<file path="src/rtl/riscvio2i_core_reorder_buffer.sv">
// Control-side reorder buffer: slot allocation in issue order, delayed fill
// marking, in-order commit and youngest-writer dependency lookup per source.

module riscvio2i_core_rob_lookup #(
  parameter int ENTRIES   = 16,
  parameter int SLOT_BITS = 4
) (
  input  logic [SLOT_BITS-1:0]     head_i,
  input  logic [ENTRIES-1:0]       valid_i,
  input  logic [ENTRIES-1:0]       ready_i,
  input  logic [ENTRIES-1:0]       wen_i,
  input  logic [ENTRIES-1:0][4:0]  waddr_i,
  input  logic [4:0]               addr_i,
  output logic                     match_o,
  output logic                     ready_o,
  output logic [SLOT_BITS-1:0]     slot_o
);

  logic [SLOT_BITS-1:0] idx;

  // Walk oldest to youngest from head; the last hit is the youngest writer.
  always_comb begin
    match_o = 1'b0;
    ready_o = 1'b0;
    slot_o  = '0;
    idx     = '0;
    for (int k = 0; k < ENTRIES; k++) begin
      idx = head_i + SLOT_BITS'(k);
      if ((addr_i != 5'd0) && valid_i[idx] && wen_i[idx] && (waddr_i[idx] == addr_i)) begin
        match_o = 1'b1;
        ready_o = ready_i[idx];
        slot_o  = idx;
      end
    end
  end

endmodule

module riscvio2i_core_reorder_buffer #(
  parameter int ENTRIES   = 16,
  parameter int SLOT_BITS = 4
) (
  input  logic                 clk,
  input  logic                 reset,
  input  logic                 alloc_val,
  input  logic                 alloc_wen,
  input  logic [4:0]           alloc_waddr,
  output logic                 alloc_rdy,
  output logic [SLOT_BITS-1:0] alloc_slot,
  input  logic                 fill_val,
  input  logic [SLOT_BITS-1:0] fill_slot,
  output logic                 rob_fill_wen_Whl,
  output logic [SLOT_BITS-1:0] rob_fill_slot_Whl,
  output logic                 rob_commit_val_Chl,
  output logic                 rob_commit_wen_Chl,
  output logic [SLOT_BITS-1:0] rob_commit_slot_Chl,
  output logic [4:0]           rob_commit_waddr_Chl,
  input  logic [4:0]           src0_addr,
  input  logic [4:0]           src1_addr,
  output logic                 src0_match,
  output logic                 src1_match,
  output logic                 src0_ready,
  output logic                 src1_ready,
  output logic [SLOT_BITS-1:0] src0_slot,
  output logic [SLOT_BITS-1:0] src1_slot,
  output logic [SLOT_BITS:0]   count,
  output logic                 empty,
  output logic                 full
);

  localparam int NUM_SRC = 2;

  logic [SLOT_BITS-1:0]      head_q, head_d, tail_q, tail_d;
  logic [SLOT_BITS:0]        count_q, count_d;
  logic [ENTRIES-1:0]        valid_q, valid_d, ready_q, ready_d, wen_q, wen_d;
  logic [ENTRIES-1:0][4:0]   waddr_q, waddr_d;
  logic                      fill_wen_q, fill_wen_d;
  logic [SLOT_BITS-1:0]      fill_slot_q, fill_slot_d;

  logic                      commit_val, alloc_fire;

  logic [NUM_SRC-1:0][4:0]           src_addr;
  logic [NUM_SRC-1:0]                src_match, src_ready;
  logic [NUM_SRC-1:0][SLOT_BITS-1:0] src_slot;

  assign full       = (count_q == (SLOT_BITS+1)'(ENTRIES));
  assign empty      = (count_q == '0);
  assign count      = count_q;
  assign alloc_rdy  = ~full;
  assign alloc_slot = tail_q;
  assign alloc_fire = alloc_val & ~full;

  assign commit_val           = valid_q[head_q] & ready_q[head_q];
  assign rob_commit_val_Chl   = commit_val;
  assign rob_commit_wen_Chl   = commit_val & wen_q[head_q];
  assign rob_commit_slot_Chl  = head_q;
  assign rob_commit_waddr_Chl = waddr_q[head_q];

  assign rob_fill_wen_Whl  = fill_wen_q;
  assign rob_fill_slot_Whl = fill_slot_q;

  // Fill, commit and alloc never collide: alloc targets an invalid slot,
  // and a committing head is already ready so a re-fill changes nothing.
  always_comb begin
    head_d      = head_q;
    tail_d      = tail_q;
    count_d     = count_q;
    valid_d     = valid_q;
    ready_d     = ready_q;
    wen_d       = wen_q;
    waddr_d     = waddr_q;
    fill_wen_d  = fill_val;
    fill_slot_d = fill_slot;

    if (fill_wen_q && valid_q[fill_slot_q])
      ready_d[fill_slot_q] = 1'b1;

    if (commit_val) begin
      valid_d[head_q] = 1'b0;
      head_d          = head_q + 1'b1;
    end

    if (alloc_fire) begin
      valid_d[tail_q] = 1'b1;
      ready_d[tail_q] = 1'b0;
      wen_d[tail_q]   = alloc_wen & (alloc_waddr != 5'd0);
      waddr_d[tail_q] = alloc_waddr;
      tail_d          = tail_q + 1'b1;
    end

    case ({alloc_fire, commit_val})
      2'b10:   count_d = count_q + 1'b1;
      2'b01:   count_d = count_q - 1'b1;
      default: count_d = count_q;
    endcase
  end

  always_ff @(posedge clk) begin
    if (reset) begin
      head_q      <= '0;
      tail_q      <= '0;
      count_q     <= '0;
      valid_q     <= '0;
      ready_q     <= '0;
      wen_q       <= '0;
      waddr_q     <= '0;
      fill_wen_q  <= 1'b0;
      fill_slot_q <= '0;
    end else begin
      head_q      <= head_d;
      tail_q      <= tail_d;
      count_q     <= count_d;
      valid_q     <= valid_d;
      ready_q     <= ready_d;
      wen_q       <= wen_d;
      waddr_q     <= waddr_d;
      fill_wen_q  <= fill_wen_d;
      fill_slot_q <= fill_slot_d;
    end
  end

  assign src_addr[0] = src0_addr;
  assign src_addr[1] = src1_addr;

  for (genvar s = 0; s < NUM_SRC; s++) begin : g_lookup
    riscvio2i_core_rob_lookup #(
      .ENTRIES  (ENTRIES),
      .SLOT_BITS(SLOT_BITS)
    ) u_lookup (
      .head_i (head_q),
      .valid_i(valid_q),
      .ready_i(ready_q),
      .wen_i  (wen_q),
      .waddr_i(waddr_q),
      .addr_i (src_addr[s]),
      .match_o(src_match[s]),
      .ready_o(src_ready[s]),
      .slot_o (src_slot[s])
    );
  end

  assign src0_match = src_match[0];
  assign src0_ready = src_ready[0];
  assign src0_slot  = src_slot[0];
  assign src1_match = src_match[1];
  assign src1_ready = src_ready[1];
  assign src1_slot  = src_slot[1];

endmodule

</file>
<file path="config.mk">
export PLATFORM = sky130hd
export DESIGN_NAME = riscvio2i_core_reorder_buffer
export DESIGN_NICKNAME = d
export VERILOG_FILES = /design/src/rtl/riscvio2i_core_reorder_buffer.sv
export SDC_FILE = /design/constraint.sdc
export NUM_CORES = 1
export LEC_CHECK = 0
export BUFFER_PORTS_ARGS = -buffer_cell sky130_fd_sc_hd__clkbuf_2
export CORE_MARGIN = 2
export CORE_UTILIZATION = 50
export CTS_BUF_LIST = sky130_fd_sc_hd__clkbuf_8 sky130_fd_sc_hd__clkbuf_16
export CTS_CLUSTER_DIAMETER = 40
export CTS_CLUSTER_SIZE = 40
export DETAILED_ROUTE_END_ITERATION = 16
export HOLD_SLACK_MARGIN = 0.12
export PLACE_DENSITY_LB_ADDON = 0.15
export SETUP_SLACK_MARGIN = 0.02
export SLEW_MARGIN = 20
export SYNTH_ARGS = -nofsm -noshare
export SYNTH_HDL_FRONTEND = slang
export SYNTH_HIERARCHICAL = 1
export SYNTH_SLANG_ARGS = --single-unit
</file>
<file path="constraint.sdc">
create_clock -name clk -period 7 [get_ports clk]
set_input_delay 1.05 -clock clk [delete_from_list [all_inputs] [get_ports clk]]
set_output_delay 1.05 -clock clk [all_outputs]
set_load 0.05 [all_outputs]
</file>
Word level (Yosys, flattened, before mapping)
Index checks and enable logic that the tools add are counted.

Register bits after elaboration: 146. Input bits: 24. Output and inout bits: 40. Word-level logic and storage cells: 455.

$add $sub $neg: 18. $lt $le $gt $ge: 21. Equal/unequal tests: 35. Mux-type cells: 241. Bitwise logic cells: 11. Reductions and logical operators: 105.

Operator list (number): 5-bit binary-select mux with 4-bit select (16); 1-bit binary-select mux with 4-bit select (49); 5-bit == test (32); 4-bit two-way mux (32); 1-bit two-way mux (116); 1-bit logical AND (100); 4-bit by 5-bit less-than comparator with 1-bit output, second input constant (18); 5-bit two-way mux (17); 80-bit bitwise mux (1); 16-bit two-way mux (4); 4-bit adder, second input constant (8); 16-bit AND (2); 16-bit NOT (2); 16-bit OR (2); 5-bit demux with 4-bit select (1); 4-bit by 3-bit adder with 4-bit output, second input constant (4); 16-bit bitwise mux (1); 5-bit nonzero test (3); 1-bit demux with 4-bit select (3); 4-bit by 1-bit greater-or-equal comparator with 1-bit output, second input constant (3); 5-bit one-hot mux with 2 select lines (1); 4-bit by 1-bit adder with 4-bit output, second input constant (2); 4-bit by 2-bit adder with 4-bit output, second input constant (2); 5-bit by 1-bit adder with 5-bit output, second input constant (1); 8 further kinds (11).

Longest topological paths before layout
Depth after elaboration: 21. Gate-level depth with buffers: 21.

Modules after synthesis
Netlist, hierarchy kept.

By module, submodules not included: riscvio2i_core_rob_lookup at g_lookup[0].u_lookup (instances 1, cells each 811, area an instance 8569.5 sq um); riscvio2i_core_rob_lookup at g_lookup[1].u_lookup (instances 1, cells each 819, area an instance 8308.0 sq um); riscvio2i_core_reorder_buffer (instances 1, cells each 659, area an instance 6920.4 sq um).

Worst setup path after synthesis
Ideal clock, no wire load.

Kind: reg2out. Start: reg head_q[0] (netlist: rob_commit_slot_Chl[0]). End: out src1_slot[3]. Arrival: 5.956 ns. Required time: 5.950 ns. Setup slack: -0.006 ns. Cell stages (with the launch flop): 19. Path buffers: 7. Cell sequence: dfxtp_1 buf_4 buf_6 buf_4 inv_1 buf_2 buf_2 ha_1 buf_4 buf_2 mux4_2 mux4_2 xnor2_1 nand3_1 nor4_1 a311oi_1 o211ai_1 a31oi_1 a21oi_1.

Cells in the longest elaborated chain, start to end: 21.

RTL lines: from (decl) (RTL line 73) `logic [SLOT_BITS-1:0] head_q, head_d, tail_q, tail_d;`; from (signal assigned) (RTL line 140) `head_q <= '0;`; from (signal assigned) (RTL line 150) `head_q <= head_d;`; branches (longest 20 deep; another with 4-bit by 1-bit adder with 4-bit output); 4-bit two-way mux (*) (RTL line 29) `if ((addr_i != 5'd0) && valid_i[idx] && wen_i[idx] && (waddr_i[idx] == addr_i)) begin`; to (decl) (RTL line 65) `output logic [SLOT_BITS-1:0] src1_slot,`.

Mark *: on every way between the ends. The select of a mux whose other input is x is not followed.

Worst setup path in the final report
Start: reg head_q[0] (netlist: rob_commit_slot_Chl[0]). End: out src1_slot[2].

Same word-level chain as after synthesis.

==> reports/summary.txt <==
worst-path cell chain -> inv_1, ha_4, buf_4, mux4_2, mux4_2, xor2_1, nor4_1, nand3_1, or3_1, o21ai_0, mux2i_1, o21ai_1, buf_12
WHS Endpoint -> waddr_q[56]
post-detailed-route DRC marker count -> 0
GRT Resource Usage Total -> 41.2%
Mapped Cells -> 2,289
final hold vios -> 0
vias -> 22,400
Layout area overhead -> 6.51%
placed cell areas -> 24,800 um^2
min Tclk post-route -> 6600 ps
die area -> 49,400 um^2
Post-CTS Setup Bufs -> 0
most frequent cell after synthesis -> mux4_2
share of layout cells above drive strength 1 -> 30.7%
syn nets -> 2,339
Slowest-stage cell, CP -> ha_4
CTS tree -> yes
Slew HR -> 30.0%
Worst Path Required -> 5950 ps
register area share after synthesis -> 12.3%
Critical Path Sink Type -> primary output
Clock Path Buffers -> 2
largest cells by area after synthesis -> mux4_2, dfxtp_1, mux2i_1
Gate power share -> 14.7%
RSZ-0062 raised after global routing -> false
final period utilization -> 94.3%
CP arrival -> 5550 ps
clock power share -> 42.8%
CP Class -> flop to primary output
Port Buffers -> 63
max_cap viols -> 0
CP Max Fanout -> 31
top_reg_cell synth -> dfxtp_1
total gr overflow -> 0
R2R setup slack -> 2470 ps
Layout Nets -> 2,301
largest net degree at the start of global routing -> 80
Sw Share -> 31.1%
P_sw -> 0.650 mW
Worst path most repeated cell -> mux4_2
Antenna Nets Post-Route -> 0
WL/cell -> 36.0 um
Post-Synth Adder-Cell Area -> 1.37%
CP peak stage delay -> 640 ps
Synth Register Bits -> 146
routability cong. -> 1.03
Netlist cell types -> 111
largest family of logic cells by synthesized area -> multiplexers
global-route wire length before repair -> 148,000 um
Yosys top cell by area -> mux4_2
1st-iter DRT viols -> 3,599
xor and xnor area share after synthesis -> 7.29%
fin area -> 25,300 um^2
worst-margin pin slew -> 1050 ps
Top delay family on crit path -> simple AND/OR/NAND/NOR gates
power density cells -> 82.3 nW/um^2
row cnt -> 79
Top Ports -> 64
Synth Cell Area -> 23,800 um^2
vias per cell -> 7.80
peak supply drop -> 0.268 mV
Chip Height -> 222 um
Worst-path clk slew -> 70 ps
DRT Wirelength -> 103,000 um
CTS hold repair buffers -> 0
Crit path buffers/inverters -> 3
Reg2Reg Depth -> 15
Hold Crit Start -> waddr_q[56]
Initial Utilization -> 50.9%
Synth top cells by count -> mux4_2, mux2i_1, nand2_1
DRT Pass-1 Iters -> 6
Int Pwr -> 1.44 mW
core area -> 46,800 um^2
Worst setup SP type -> flop
worst clock skew -> 11.0 ps
worst hold path class -> flop to flop
Root Buffer -> clkbuf_16
vias in the first global route -> 20,700
worst hold stages -> 2
CTS Buf Count -> 17
setup violators final -> 0
Avg Cell Area, Syn -> 10.4 um^2
number of synthesized flops with an enable pin -> 0
Fill cells -> 4,122
multiplexer area fraction after synthesis -> 49.3%
HPWL Detailed -> 73,700 um
Reg power frac -> 42.5%
max-slew violations -> 0
DIE WIDTH -> 222 um
Antenna Cells -> 0
Hold Slack -> 508 ps
H-Tree Level Count -> 4
yosys warns -> 6
area fraction in compound gates after synthesis -> 9.41%
Clock Sinks -> 146
Static Leakage -> 8.87 nW
FFs w/ async S/R, synth -> 0%
Synth top area share -> 36.2%
Worst-Skew Late Latency -> 440 ps
outcome -> completed
reg-to-reg critical path startpoint -> rob_commit_slot_Chl[0]
Setup TNS Final -> 0 ps
Critical R2R Capture -> count[4]
post-synthesis simple-gate area fraction -> 14.7%
Fmax -> 151 MHz
antenna violations before repair -> 5
-- repair_timing --
action,CTS,global route
gates resized for setup,0,1
endpoints found under the hold margin,0,0
setup endpoints to repair,0,3
-- final cells by class --
| cell class | count | area (um^2) | area share [%] |
|---|---|---|---|
| inverters | 45 | 169 | 0.666 |
| multi-input cells | 1885 | 19700 | 77.6 |
| clock inverters | 14 | 135 | 0.533 |
| well taps | 607 | 759 | 3.00 |
| clock buffers | 18 | 439 | 1.73 |
| repair buffers | 156 | 1230 | 4.84 |
| flip-flops and latches | 146 | 2940 | 11.6 |
-- cells by family after synthesis --
kind of cell / Yosys count
AOI/OAI and AO/OA: 325
xor gates and xnor gates: 193
adders and majority gates: 26
buffers and inverters: 258
DFF: 146
muxes: 685
and+or+nand+nor: 656
-- registers in the layout, summed over array words and instances (netlist names) --
signal               flops
rob_fill_wen_Whl         1
rob_fill_slot_Whl        4
count                    5
rob_commit_slot_Chl      4
alloc_slot               4
ready_q                 16
wen_q                   16
waddr_q                 80
valid_q                 16
-- how the worst max path moves through the flow --
stage                                       from      endpoint  slack, ps  depth (start not counted)
final                     rob_commit_slot_Chl[0]  src1_slot[2]        400                         13
after global routing      rob_commit_slot_Chl[0]    src1_ready        130                         13
after CTS                 rob_commit_slot_Chl[0]  src0_slot[1]        380                         13
after detailed placement  rob_commit_slot_Chl[0]    src0_ready        840                         13
after global placement    rob_commit_slot_Chl[0]  src0_slot[1]        900                         13
after floorplan           rob_commit_slot_Chl[0]  src1_slot[1]        100                         18
-- layer usage --
metal	routed length (um)	GRT usage, %	vias up	share of wire, %
met5	269	2.83	-	0.26
met4	6500	21.3	11	6.3
met3	15400	15.2	371	15
met2	43300	59.1	1858	42
met1	37800	54.2	11200	37
li1	-	-	8968	-
-- per-stage QoR --
step	total power [mW]	util [%]	worst slack [ps]	instances
finish	2.09	54.2	396	2871
CTS	2.09	54.2	384	2871
detailed placement	1.20	52.9	836	2839
floorplan	1.11	-	105	2289
global route	2.14	54.2	134	2871
global placement	1.20	52.9	899	2839
-- worst min-delay path: cells and delay by family (launching register included) --
| kind | cells | cell delay [ps] |
|---|---|---|
| DFF | 1 | 330 |
| and+or+nand+nor | 1 | 80 |
| muxes | 1 | 70 |
-- layout by cell type (no fill, tap or decap), types with 16 or more instances in the layout --
| cell type | count |
|---|---|
| mux2_2 | 33 |
| a31oi_1 | 18 |
| xor2_1 | 70 |
| mux2i_1 | 265 |
| buf_4 | 88 |
| nor4_1 | 23 |
| nand2b_1 | 16 |
| nand3_1 | 55 |
| xnor2_1 | 105 |
| dfxtp_1 | 142 |
| ha_1 | 24 |
| nor2_1 | 172 |
| o21ai_0 | 68 |
| nand2_1 | 173 |
| a211oi_1 | 17 |
| and2_1 | 17 |
| clkbuf_16 | 17 |
| a21oi_1 | 72 |
| nand4_1 | 26 |
| nor3_1 | 45 |
| clkbuf_2 | 53 |
| mux4_2 | 382 |
| inv_1 | 33 |
| nor2b_1 | 20 |
-- power groups by stage --
stage / Combinational, mW / Sequential (mW) / Clock (mW)
after floorplan: 0.221 / 0.893 / 0
after global placement: 0.297 / 0.902 / 0
after detailed placement: 0.300 / 0.902 / 0
after CTS: 0.301 / 0.883 / 0.902
after global routing: 0.322 / 0.886 / 0.935
final: 0.306 / 0.888 / 0.893
Power figures use the tool's default switching activity.
